File: config.mk
export PLATFORM = sky130hd
export DESIGN_NAME = warp_scheduler
export DESIGN_NICKNAME = d
export VERILOG_FILES = /design/src/rtl/warp_scheduler.sv
export SDC_FILE = /design/constraint.sdc
export NUM_CORES = 1
export LEC_CHECK = 0
export ABC_AREA = 1
export BUFFER_PORTS_ARGS = -buffer_cell sky130_fd_sc_hd__buf_4
export CORE_AREA = 5 5 101 103
export DETAILED_ROUTE_END_ITERATION = 7
export DIE_AREA = 0 0 106 108
export GPL_TIMING_DRIVEN = 0
export PLACE_DENSITY = 0.76
export SYNTH_ARGS = -nofsm -noshare
export SYNTH_HDL_FRONTEND = slang
export SYNTH_SLANG_ARGS = --single-unit
File: constraint.sdc
create_clock -name clk -period 6.1 [get_ports clk]
set_clock_uncertainty 0.15 [all_clocks]
set_input_delay 1.525 -clock clk [delete_from_list [all_inputs] [get_ports clk]]
set_output_delay 1.525 -clock clk [all_outputs]
set_load 0.01 [all_outputs]
File: src/rtl/warp_scheduler.sv
`default_nettype none
// +----------------------------------------------------------------------------+
// | Module      : warp_scheduler                                               |
// | Description : Round-robin warp sequencer for a core whose fetch port,       |
// |               decoder, ALU and LSU are shared by all warps. Each turn       |
// |               runs one instruction of one warp through SELECT, FETCH,       |
// |               DECODE, EXECUTE, optional MEM_WAIT and WRITEBACK.             |
// | Ports       : clk/reset            - clock, async active-high reset         |
// |               start/warp_enable    - launch request and warp mask           |
// |               done                 - every launched warp has finished       |
// |               instr_mem_read_*     - instruction fetch handshake            |
// |               instruction          - registered instruction to decoder      |
// |               current_warp         - warp owning the datapath               |
// |               decoded_*            - control bits back from the decoder     |
// |               branch_taken         - ALU compare result (EXECUTE)           |
// |               lsu_request_valid/lsu_done - memory access handshake          |
// |               reg_write_strobe     - one-cycle register-file write pulse    |
// | Revision    : 1.0 - initial release                                        |
// +----------------------------------------------------------------------------+
module warp_scheduler #(
  parameter int NUM_WARPS = 4,
  parameter int PC_WIDTH  = 8
) (
  input  logic                         clk,
  input  logic                         reset,
  input  logic                         start,
  input  logic [NUM_WARPS-1:0]         warp_enable,
  output logic                         done,
  output logic                         instr_mem_read_valid,
  output logic [PC_WIDTH-1:0]          instr_mem_read_address,
  input  logic                         instr_mem_read_ready,
  input  logic [31:0]                  instr_mem_read_data,
  output logic [31:0]                  instruction,
  output logic [$clog2(NUM_WARPS)-1:0] current_warp,
  input  logic                         decoded_reg_write_enable,
  input  logic                         decoded_mem_read_enable,
  input  logic                         decoded_mem_write_enable,
  input  logic                         decoded_branch,
  input  logic                         decoded_finish,
  input  logic [31:0]                  decoded_immediate,
  input  logic                         branch_taken,
  output logic                         lsu_request_valid,
  input  logic                         lsu_done,
  output logic                         reg_write_strobe
);

  localparam int WARP_W = $clog2(NUM_WARPS);

  typedef enum logic [2:0] {
    S_IDLE      = 3'd0,
    S_SELECT    = 3'd1,
    S_FETCH     = 3'd2,
    S_DECODE    = 3'd3,
    S_EXECUTE   = 3'd4,
    S_MEM_WAIT  = 3'd5,
    S_WRITEBACK = 3'd6,
    S_DONE      = 3'd7
  } state_t;

  state_t                state_q, state_d;
  logic [PC_WIDTH-1:0]   pc_q [NUM_WARPS];
  logic [NUM_WARPS-1:0]  active_q;
  logic [WARP_W-1:0]     rr_q;
  logic [WARP_W-1:0]     current_warp_q;
  logic [31:0]           instruction_q;
  logic                  taken_q;

  logic                  sel_found;
  logic [WARP_W-1:0]     sel_warp;
  logic [WARP_W-1:0]     sel_cand;
  logic [PC_WIDTH-1:0]   branch_offset;
  logic                  unused_imm;

  // Byte offset to word offset; upper bits beyond the PC width are dropped.
  assign branch_offset = decoded_immediate[PC_WIDTH+1:2];
  assign unused_imm    = ^decoded_immediate;

  // Search order starts just after the last-served warp; k = NUM_WARPS wraps
  // back to rr itself, so a lone active warp is re-selected.
  always_comb begin
    sel_found = 1'b0;
    sel_warp  = rr_q;
    sel_cand  = rr_q;
    for (int k = 1; k <= NUM_WARPS; k++) begin
      sel_cand = rr_q + WARP_W'(k);
      if (!sel_found && active_q[sel_cand]) begin
        sel_found = 1'b1;
        sel_warp  = sel_cand;
      end
    end
  end

  always_ff @(posedge clk or posedge reset) begin
    if (reset) begin
      state_q <= S_IDLE;
    end else begin
      state_q <= state_d;
    end
  end

  always_comb begin
    state_d              = state_q;
    done                 = 1'b0;
    instr_mem_read_valid = 1'b0;
    lsu_request_valid    = 1'b0;
    reg_write_strobe     = 1'b0;
    case (state_q)
      S_IDLE: begin
        if (start) state_d = S_SELECT;
      end
      S_SELECT: begin
        state_d = sel_found ? S_FETCH : S_DONE;
      end
      S_FETCH: begin
        instr_mem_read_valid = 1'b1;
        if (instr_mem_read_ready) state_d = S_DECODE;
      end
      S_DECODE: begin
        state_d = decoded_finish ? S_SELECT : S_EXECUTE;
      end
      S_EXECUTE: begin
        state_d = (decoded_mem_read_enable || decoded_mem_write_enable) ? S_MEM_WAIT : S_WRITEBACK;
      end
      S_MEM_WAIT: begin
        lsu_request_valid = 1'b1;
        if (lsu_done) state_d = S_WRITEBACK;
      end
      S_WRITEBACK: begin
        reg_write_strobe = decoded_reg_write_enable;
        state_d          = S_SELECT;
      end
      S_DONE: begin
        done = 1'b1;
        if (start) state_d = S_SELECT;
      end
      default: state_d = S_IDLE;
    endcase
  end

  always_ff @(posedge clk or posedge reset) begin
    if (reset) begin
      for (int i = 0; i < NUM_WARPS; i++) pc_q[i] <= '0;
      active_q       <= '0;
      rr_q           <= WARP_W'(NUM_WARPS - 1);
      current_warp_q <= '0;
      instruction_q  <= '0;
      taken_q        <= 1'b0;
    end else begin
      case (state_q)
        S_IDLE, S_DONE: begin
          if (start) begin
            for (int i = 0; i < NUM_WARPS; i++) pc_q[i] <= '0;
            active_q <= warp_enable;
            rr_q     <= WARP_W'(NUM_WARPS - 1);
          end
        end
        S_SELECT: begin
          if (sel_found) begin
            current_warp_q <= sel_warp;
            rr_q           <= sel_warp;
          end
        end
        S_FETCH: begin
          if (instr_mem_read_ready) instruction_q <= instr_mem_read_data;
        end
        S_DECODE: begin
          if (decoded_finish) active_q[current_warp_q] <= 1'b0;
        end
        S_EXECUTE: begin
          taken_q <= decoded_branch & branch_taken;
        end
        S_WRITEBACK: begin
          pc_q[current_warp_q] <= taken_q ? pc_q[current_warp_q] + branch_offset
                                          : pc_q[current_warp_q] + PC_WIDTH'(1);
        end
        default: ;
      endcase
    end
  end

  assign instr_mem_read_address = pc_q[current_warp_q];
  assign instruction            = instruction_q;
  assign current_warp           = current_warp_q;

endmodule
`default_nettype wire

==> run_results.csv <==
group,metric,value,unit
yosys,yosysUniqueCellTypes,38,
yosys,synth_flop_cell,"dfrtp_1",
power,power_leakage,2.77,nW
yosys,synth_area_leaders,"dfrtp_1, nand2_1, mux2_2",
yosys,syn-num-nets,532,
grt,grt_max_degree,62,
yosys,synth_top_family_by_area,"simple AND/OR/NAND/NOR gates",
drt,drt-pass1-iter-count,4,
yosys,yosys-top-cells-count,"nand2_1, dfrtp_1, inv_1, nand3_1, mux2_2",
placement,post_dp_cell_area,0.00493,mm^2
timing,hold_viol_final,0,
grt,grtUsageTotal,18.7,%
drt,vias,3461,
job,max_cap_viol_count,0,
drt,avgViaCountPerCell,5.14,
drt,top_layer,"met4",
grt,grt_pass1_wl,17200,um
yosys,synth.area.mux_share,8.99,%
status,status,"finished clean",
drt,wl_per_cell,15.1,um
clocking,worstSkewPairLatency,0.35,ns
timing,maxSlewViolCount,0,
worst_setup_path,arrival,2.07,ns
worst_setup_path,critPathTopFamily,"buffers and inverters",
floorplanning,die_x,106,um
drt,route.detailed.drc,0,
placement,place_congestion,0.884,
yosys,synth_top_area_share,46.2,%
worst_hold_path,hp-class,"reg -> reg",
yosys,yosys_warnings,0,
yosys,yosys.area_share.xor_xnor,0.656,%
worst_setup_path,critical_path_class,"reg -> out",
timing,finalWorstSetupSlack,2.36,ns
clocking,clockBufferDepth,2,
placement,dp_hpwl,7710,um
worst_setup_path,crit_chain,"buf_4, nor2_2, inv_2, o22ai_1, a21oi_1, o21a_1, inv_1, buf_4",
clocking,cts_tree,"done",
timing,worstMarginPinSlew,0.550,ns
worst_setup_path,rrSetupSlack,3.12,ns
floorplanning,row_count,35,
clocking,cts_root_buf,"clkbuf_8",
drt,wl_met2,4620,um
yosys,synth_top_area_cell,"dfrtp_1",
worst_setup_path,cpMostUsedCell,"buf_4",
worst_setup_path,crit_path_max_incr_delay,0.39,ns
yosys,yosysMostFrequentCell,"nand2_1",
yosys,synth-edff-count,0,
floorplanning,die-height,108,um
yosys,synthArstFlopShare,100,%
worst_setup_path,critPathRequiredTime,4.43,ns
power,p_per_area,487,mW/mm^2
floorplanning,coreArea,0.00911,mm^2
drt,wl_met3,1120,um
layout,finalNetCount,644,
worst_setup_path,crit_slowest_cell,"dfrtp_1",
floorplanning,die_area,0.0114,mm^2
timing,max_slew_margin,63.3,%
clocking,cts_buffers,9,
yosys,syn_avg_cell_area,9.00,um^2
clocking,cts_max_level,3,
timing,max_freq,0.267,GHz
yosys,synthSimpleGateAreaFrac,23.5,%
clocking,cts_hold_buffers,0,
floorplanning,start_util,44.0,%
grt,antenna_found_initial,0,
placement,io_buffers,100,
clocking,cts_resized,0,
timing,setup_viol,0,
power,ir_worst_vdd,299,uV
yosys,synth_compound_area_share,9.49,%
placement,pre_cts_ws,2.57,ns
grt,grt_pass1_vias,3548,
worst_setup_path,critPathBufInv,4,
layout,drive_gt1_share,34.2,%
placement,dp.cells,657,
worst_setup_path,end_kind,"primary output",
worst_setup_path,crit_fanout,8,
clocking,cts.reportedPaths.clkPinSlew,0.08,ns
drt,detail-route-antenna-nets,0,
yosys,yosys.area_share.adder,2.69,%
timing,holdWs,0.336,ns
floorplanning,ios,125,
grt,grt_overflow_total,0,
layout,fin_area,0.00513,mm^2
timing,grt_setup_unrepaired,"no",
timing,finalCriticalPeriod,3.74,ns
yosys,ys_seq_area_share,47.5,%
layout,syn_to_final_growth,28.2,%
layout,stdcell_count,673,
clocking,postCtsSetupRepairBufs,0,
timing,period_share,61.3,%
yosys,syn_area,0.00401,mm^2
yosys,syn_inst,445,
timing,fin_tns_setup,0,ns
layout,diodes,0,
clocking,cts_sinks,76,
yosys,ys_ff_latch,76,
drt,m1WireLength,4220,um
drt,drt-total-wl,10100,um
worst_setup_path,worstSetupStartpointType,"flip-flop",
drt,drtIter0Drc,176,
## metal layers
layer,global-route usage (%),up-vias
met5,0,-
met2,29.6,142
li1,-,1678
met3,7.40,18
met4,6.94,0
met1,23.2,1623
## cells in the final DEF, fill, tap and decap left out, types with 7 or more instances in the layout
master and n:
clkbuf_8 10, buf_4 103, nand2_1 115, mux2_2 32
a22oi_1 7, inv_1 54, ha_1 7, o21ai_0 19
dfrtp_1 74, nor2_1 19, inv_2 9, a21oi_1 11
a22o_1 8, nand3_1 33
## per-stage QoR
step	total power [mW]	util [%]
2_1_floorplan	1.63	-
3_3_place_gp	2.06	53.8
3_5_place_dp	2.11	54.1
4_1_cts	2.51	56.4
5_1_grt	2.70	56.4
6_report	2.50	56.4
## cell families after synthesis
kind of cell               Yosys count
and+or+nand+nor                    194
muxes                               32
buffers and inverters               72
DFF                                 76
adders and majority gates            8
AOI/OAI and AO/OA                   60
xor gates and xnor gates             3
## state kept, by name, summed over array words and instances, names as in the netlist
register and count:
instruction 32, current_warp 2, taken_q 1, active_q 4, pc_q 32, rr_q 2
state_q 3
## cell type report
type,count,area [um^2]
fill,794,3970
clock buffer,10,138
tap,111,139
inverter,65,249
timing repair buffer,101,778
clock inverter,6,71.3
multi-input combinational,297,1810
sequential,76,1900
buffer,7,41.3
## worst paths after layout
path,end,from,cells after the start
max,instr_mem_read_address[1],current_warp[1]$_DFFE_PP0P_,8
min,pc_q[25]$_DFFE_PP0P_,pc_q[25]$_DFFE_PP0P_,2
min reg2reg,pc_q[25]$_DFFE_PP0P_,pc_q[25]$_DFFE_PP0P_,2
max reg2reg,pc_q[29]$_DFFE_PP0P_,current_warp[1]$_DFFE_PP0P_,16
min in group asynchronous,instruction[14]$_DFFE_PP0P_,reset,2
max in group asynchronous,rr_q[0]$_DFFE_PP1P_,reset,3
## worst min-delay path, cell delays in order (launching register included)
cell,delay [ns]
dfrtp_1,0.35
nand2_1,0.05
nand2_1,0.05
## power breakdown
group / internal [mW] / switching [mW]
Clock: 0.203 / 0.194
Combinational: 0.536 / 0.728
Sequential: 0.717 / 0.121
Total: 1.46 / 1.04
Power figures use the tool's default switching activity.
